**src/rtl/operand_fetch_unit.sv**
```systemverilog
// Operand fetch stage: register-file read with write-back bypass, a busy-register
// scoreboard for read-after-write stalls, and a one-entry output register to the ALU.
module operand_fetch_unit #(
  parameter int DW   = 8,
  parameter int AW   = 2,
  parameter int NREG = 4
) (
  input  logic          clk,
  input  logic          rst,
  input  logic          in_valid,
  output logic          in_ready,
  input  logic [AW-1:0] in_src1,
  input  logic [AW-1:0] in_src2,
  input  logic [AW-1:0] in_dst,
  input  logic          in_wr,
  output logic [AW-1:0] rf_src1,
  output logic [AW-1:0] rf_src2,
  input  logic [DW-1:0] rf_op1,
  input  logic [DW-1:0] rf_op2,
  input  logic          wb_valid,
  input  logic [AW-1:0] wb_dst,
  input  logic [DW-1:0] wb_data,
  output logic          out_valid,
  input  logic          out_ready,
  output logic [DW-1:0] out_a,
  output logic [DW-1:0] out_b,
  output logic [AW-1:0] out_dst,
  output logic          out_wr
);

  typedef enum logic {EMPTY, FULL} state_t;

  state_t          state, state_next;
  logic [NREG-1:0] busy, busy_next;
  logic            byp1, byp2, hazard, accept;

  assign rf_src1 = in_src1;
  assign rf_src2 = in_src2;

  // A same-cycle write-back both resolves the hazard and supplies the operand.
  assign byp1   = wb_valid && (wb_dst == in_src1);
  assign byp2   = wb_valid && (wb_dst == in_src2);
  assign hazard = (busy[in_src1] & ~byp1) | (busy[in_src2] & ~byp2);

  assign out_valid = (state == FULL);
  assign in_ready  = (~out_valid | out_ready) & ~hazard;
  assign accept    = in_valid & in_ready;

  always_ff @(posedge clk or negedge rst) begin
    if (!rst) state <= EMPTY;
    else      state <= state_next;
  end

  always_comb begin
    state_next = state;
    case (state)
      EMPTY:   if (accept) state_next = FULL;
      FULL:    if (out_ready && !accept) state_next = EMPTY;
      default: state_next = EMPTY;
    endcase
  end

  // Set is applied after clear so an issuing writer wins over a retiring one.
  always_comb begin
    busy_next = busy;
    if (wb_valid)       busy_next[wb_dst] = 1'b0;
    if (accept && in_wr) busy_next[in_dst] = 1'b1;
  end

  always_ff @(posedge clk or negedge rst) begin
    if (!rst) busy <= '0;
    else      busy <= busy_next;
  end

  always_ff @(posedge clk or negedge rst) begin
    if (!rst) begin
      out_a   <= '0;
      out_b   <= '0;
      out_dst <= '0;
      out_wr  <= 1'b0;
    end else if (accept) begin
      out_a   <= byp1 ? wb_data : rf_op1;
      out_b   <= byp2 ? wb_data : rf_op2;
      out_dst <= in_dst;
      out_wr  <= in_wr;
    end
  end

endmodule

```
**config.mk**
```make
export PLATFORM = sky130hd
export DESIGN_NAME = operand_fetch_unit
export DESIGN_NICKNAME = d
export VERILOG_FILES = /design/src/rtl/operand_fetch_unit.sv
export SDC_FILE = /design/constraint.sdc
export NUM_CORES = 1
export LEC_CHECK = 0
export CELL_PAD_IN_SITES_DETAIL_PLACEMENT = 1
export CELL_PAD_IN_SITES_GLOBAL_PLACEMENT = 1
export CORE_ASPECT_RATIO = 1.75
export CORE_UTILIZATION = 32
export DETAILED_ROUTE_END_ITERATION = 8
export HOLD_SLACK_MARGIN = 0.05
export PLACE_DENSITY_LB_ADDON = 0.08
export SYNTH_ARGS = -nofsm -noshare
export SYNTH_HDL_FRONTEND = slang
export SYNTH_SLANG_ARGS = --single-unit
```
**constraint.sdc**
```tcl
create_clock -name clk -period 1.9 [get_ports clk]
set_input_delay 0.285 -clock clk [delete_from_list [all_inputs] [get_ports clk]]
set_output_delay 0.285 -clock clk [all_outputs]
set_load 0.01 [all_outputs]
```
## After elaboration in Yosys (flattened, before gate mapping)

Cells that the tools add are included.

- $add $sub $neg: 0
- Equality and inequality tests: 2
- Muxes and demuxes: 15
- Bitwise operators: 13
- Shifts and indexed selects: 0
- Div/mod/pow operators: 0
- Multiply operators: 0
- Magnitude comparators: 6
- Reduce and logical (&&, ||, !) cells: 7

Operators with widths:

| operator | count |
|---|---|
| $mux W8 | 2 |
| $lt A2 B3 Y1 const B | 4 |
| $mux W4 | 2 |
| $logic_and A1 B1 Y1 | 6 |
| $mux W1 | 6 |
| $and A1 B1 Y1 | 4 |
| $and A4 B4 Y4 | 1 |
| $bmux W1 S2 | 2 |
| $demux W1 S2 | 2 |
| $eq A2 B2 Y1 | 2 |
| $ge A2 B1 Y1 const B | 2 |
| $not A1 Y1 | 4 |
| $not A4 Y4 | 1 |
| $or A4 B4 Y4 | 1 |
| $or A1 B1 Y1 | 2 |
| $pmux W1 S2 | 1 |
| $logic_not A1 Y1 | 1 |

- Register bits: 24
- Memories: 0
- Logic and storage cells: 49
- RAM bits: 0
- Memory bits (read-only): 0
- Bits in latches: 0

## Longest topological paths before layout

- Depth after elaboration: 12
- Gate-level depth with buffers: 5

## Worst setup path after synthesis

Ideal clock, no wire load.

- Path type: register -> register
- From: register busy[1]
- To: register out_a[6]
- Required time: 1.775 ns
- Cell stages (with the launch flop): 6
- Data arrival time: 1.677 ns
- Path slack: 0.098 ns
- Cells stage by stage: dfrtp_1 -> mux4_1 -> o31ai_1 -> and4_4 -> buf_12 -> mux2_4

- Word-level cells in the longest chain between the ends: 7
- Elaborated cells on any way between the ends: 10
- Classes of those cells: mux: 4; bitwise: 6

Ends and longest elaborated chain:

| element | line | RTL |
|---|---|---|
| start: declaration | 34 | `logic [NREG-1:0] busy, busy_next;` |
| start signal: assignment | 72 | `else busy <= busy_next;` |
| $bmux W1 S2 | 43 | `assign hazard = (busy[in_src1] & ~byp1) \| (busy[in_src2] & ~byp2);` |
| $mux W1 (not written as such) | 43 |  |
| $and A1 B1 Y1 | 43 |  |
| $or A1 B1 Y1 * | 43 |  |
| $not A1 Y1 * | 46 | `assign in_ready = (~out_valid \| out_ready) & ~hazard;` |
| $and A1 B1 Y1 * | 46 |  |
| $and A1 B1 Y1 * | 47 | `assign accept = in_valid & in_ready;` |
| end signal: assignment | 82 | `out_a <= byp1 ? wb_data : rf_op1;` |
| end: declaration | 25 | `output logic [DW-1:0] out_a,` |

Mark *: on every way between the ends. The rest lies on a longest branch, timed or not. The select of a mux whose other input is x is not followed.
A chain may end at the register's enable or synchronous reset.

## Final worst setup path

- From: register busy[2]
- To: register out_b[6]

- Word-level cells in the longest chain between the ends: 7
- Elaborated cells on any way between the ends: 10
- Classes of those cells: mux: 4; bitwise: 6

Ends and longest elaborated chain:

| element | line | RTL |
|---|---|---|
| $bmux W1 S2 | 43 |  |
| $mux W1 (not written as such) | 43 |  |
| $and A1 B1 Y1 | 43 |  |
| $or A1 B1 Y1 * | 43 |  |
| $not A1 Y1 * | 46 |  |
| $and A1 B1 Y1 * | 46 |  |
| $and A1 B1 Y1 * | 47 |  |
| end signal: assignment | 83 | `out_b <= byp2 ? wb_data : rf_op2;` |
| end: declaration | 26 | `output logic [DW-1:0] out_b,` |

Marked as above.

==> metrics <==
outcome=finished, violations left; failing checks=negative setup slack; leakage=0.959 nW; Site Rows=31; DIE WIDTH=51.9 microns; CTS tree=done; final instance area=between 2000 and 2500 sq um; CP cell instances=mux4_2 -> o31ai_4 -> buf_4 -> and4_4 -> buf_12 -> mux2_4; Initial Utilization=0.336; Tcrit/Tclk final=1.07; maximum level of the CTS H-tree=1; max-slew violation count=0; Residual DRC=0; setup TNS=-2440 ps; area leader, netlist=dfrtp_1; die area=approximately 4600 sq um; number of global-route vias before repair=roughly 1,100; Antenna Nets Post-Route=0; RSZ-0062 raised after global routing=true; post-DR vias/cell=4.78; critical path data arrival time=around 2200 ps; commonest cells after routing, fill and taps aside=59 x clkdlybuf4s50_1, 24 x dfrtp_1, 19 x mux2_4, 16 x mux2_2, 13 x buf_4; upper clock frequency limit=492 MHz; post-synthesis average cell area=roughly 14 sq um; Cell Pwr Density=approximately 1200 nW/um^2; Core ar.=approximately 4200 sq um; final setup violating endpoints=21; clock sinks=24; syn nets=around 140; Crit Path Class=reg2reg; sequential fraction of the synthesis area=0.430; CP Launch Type=flop; slew margin rel.=0.791; largest family of logic cells by synthesized area=multiplexers; DP Worst Slack=-638 ps; post-synthesis instance area=~1400 sq um; worst-path fanout max=7; Most Crowded Layer GR=met2; GR Layer Usage met2=0.315; DP HPWL=2780 microns; Max Root-Sink Buffers=2; CP Capture Type=flop; area fraction of the dominant cell type after synthesis=0.430; CP max stage delay=between 500 and 600 ps; Area Overhead vs Synth=61.6%; leading cell type in the layout, fill and taps excluded=clkdlybuf4s50_1; largest cells by area after synthesis=dfrtp_1 43%, mux2_4 20%, mux2_2 13%; max-cap violations=0; CTS Hold Bufs=0; GP Congestion=between 0.7 and 0.8; met1 Use GR=0.165; Yosys cell types=21; worst vdd ir=701 uV; CTS Buf Count=3; gr ovfl total=0; adder-cell share of the synthesized area=0; input/output buffers=a little over 60; M3 GR Usage=0.0221; Mapped Cells=just under 100; clock-pin slew on the worst setup and hold paths=about 90 ps; final hold vios=0; # IOs=63; Post-Synth Simple-Gate Area=0.0700; Clock Latency Late Sink=about 260 ps; # nets final=roughly 210; post-synthesis xor/xnor area fraction=0.0251; Crit-path slowest cell=mux4_2; initial antenna violation count=0; layout cell share with drive strength beyond 1=0.364; Final Worst Setup Slack=-135 ps; Final Skew=8.44 ps; DIE HEIGHT=approximately 90 microns; Routed WL=roughly 3500 microns; all-layer global routing usage=0.160; wire length per cell=15.9 microns; Post-DP Area=2110 sq um; Final min period=roughly 2000 ps; fillcell total=438; Hold Path Class=in2async; Root Buffer=clkbuf_8; global-route wire length before repair=5400 microns; largest net degree at the start of global routing=25; # diodes=0; drt first pass iters=4; actual slew at the worst max-slew pin=~310 ps; compound-cell area share of the yosys netlist=0.0341; Vias=1,062; post-synthesis mux area share=0.371; count of warnings emitted by yosys=0; Iteration-0 DRC Markers=20; FF+latch count, synth=24; WP data required=2050 ps
## cell type report
| cell class | count | area [sq um] | share of cell area |
|---|---|---|---|
| flip-flops and latches | 24 | 601 | 0.266 |
| repair buffers | 79 | 796 | 0.353 |
| inverters | 1 | 3.75 | 0.00166 |
| well taps | 49 | 61.3 | 0.0272 |
| multi-input cells | 65 | 722 | 0.320 |
| clock inverters | 1 | 30.0 | 0.0133 |
| clock buffers | 3 | 41.3 | 0.0183 |
## report_power, final
| part | internal [mW] | leakage, nW | total [mW] | switching (mW) |
|---|---|---|---|---|
| registers | 0.747 | 0.286 | 0.894 | 0.146 |
| logic | 0.977 | 0.638 | 1.43 | 0.456 |
| clock network | 0.281 | 0.0357 | 0.445 | 0.163 |
## what timing repair did
item / in CTS / in global routing
buffers inserted: 1 / 1
cloned: 1 / 0
hold endpoints to repair: 0 / 0
resized for setup: 15 / 1
setup endpoints to repair: 25 / 21
pin swaps: 3 / 2
## final timing paths
kind | slack, ps | from | end | cells after the start
worst max-delay path | -130 | busy[2] | out_b[6] | 6
worst min-delay path | 380 | rst | out_a[4] | 2
worst max register to register | -130 | busy[2] | out_b[6] | 6
worst min register to register | 520 | out_b[5] | out_b[5] | 1
max in group asynchronous | 1280 | rst | out_a[7] | 2
min in group clk | 520 | out_b[5] | out_b[5] | 1
## sequential cells by signal, indices dropped and copies added (netlist names)
| name | flops |
|---|---|
| out_a | 8 |
| busy | 4 |
| out_wr | 1 |
| out_b | 8 |
| out_dst | 2 |
| out_valid | 1 |
## through the flow
stage                      util  total power [mW]  instances  hold slack (ps)
after floorplan               -              1.56         98            -10.6
after global placement    0.509              2.23        215              498
after detailed placement  0.509              2.26        215              496
after CTS                 0.539              2.80        221              389
after global routing      0.543              2.94        222              403
final                     0.543              2.77        222              382
## Yosys cell counts, drive strengths merged
cell / n
xor2: 4
nor2: 1
mux4: 2
nand3: 2
mux2: 35
or3: 3
and4: 1
dfrtp: 24
buf: 8
a32o: 1
o21ai: 3
inv: 1
nand2: 5
and3: 1
o31ai: 3
nand4: 1
nand3b: 2
nand2b: 1
## cell families after synthesis
family | Yosys count
simple gates | 17
flops | 24
xor+xnor | 4
mux | 37
buf+inv | 9
compound gates | 7
## worst max-delay path: cells and delay by family (launching register included)
family,cells,cell delay (ps)
flip-flops,1,430
AND/OR/NAND/NOR,1,290
buffers and inverters,2,300
AO/OA/AOI/OAI,1,90
multiplexers,2,800
## routing by layer
metal | part of all wire | up-vias
li1 | - | 509
met1 | 0.38 | 517
met2 | 0.58 | 34
met3 | 0.036 | 2
met4 | 0.0082 | 0
met5 | 0 | -
No activity file was read; power rests on OpenSTA's default activity.
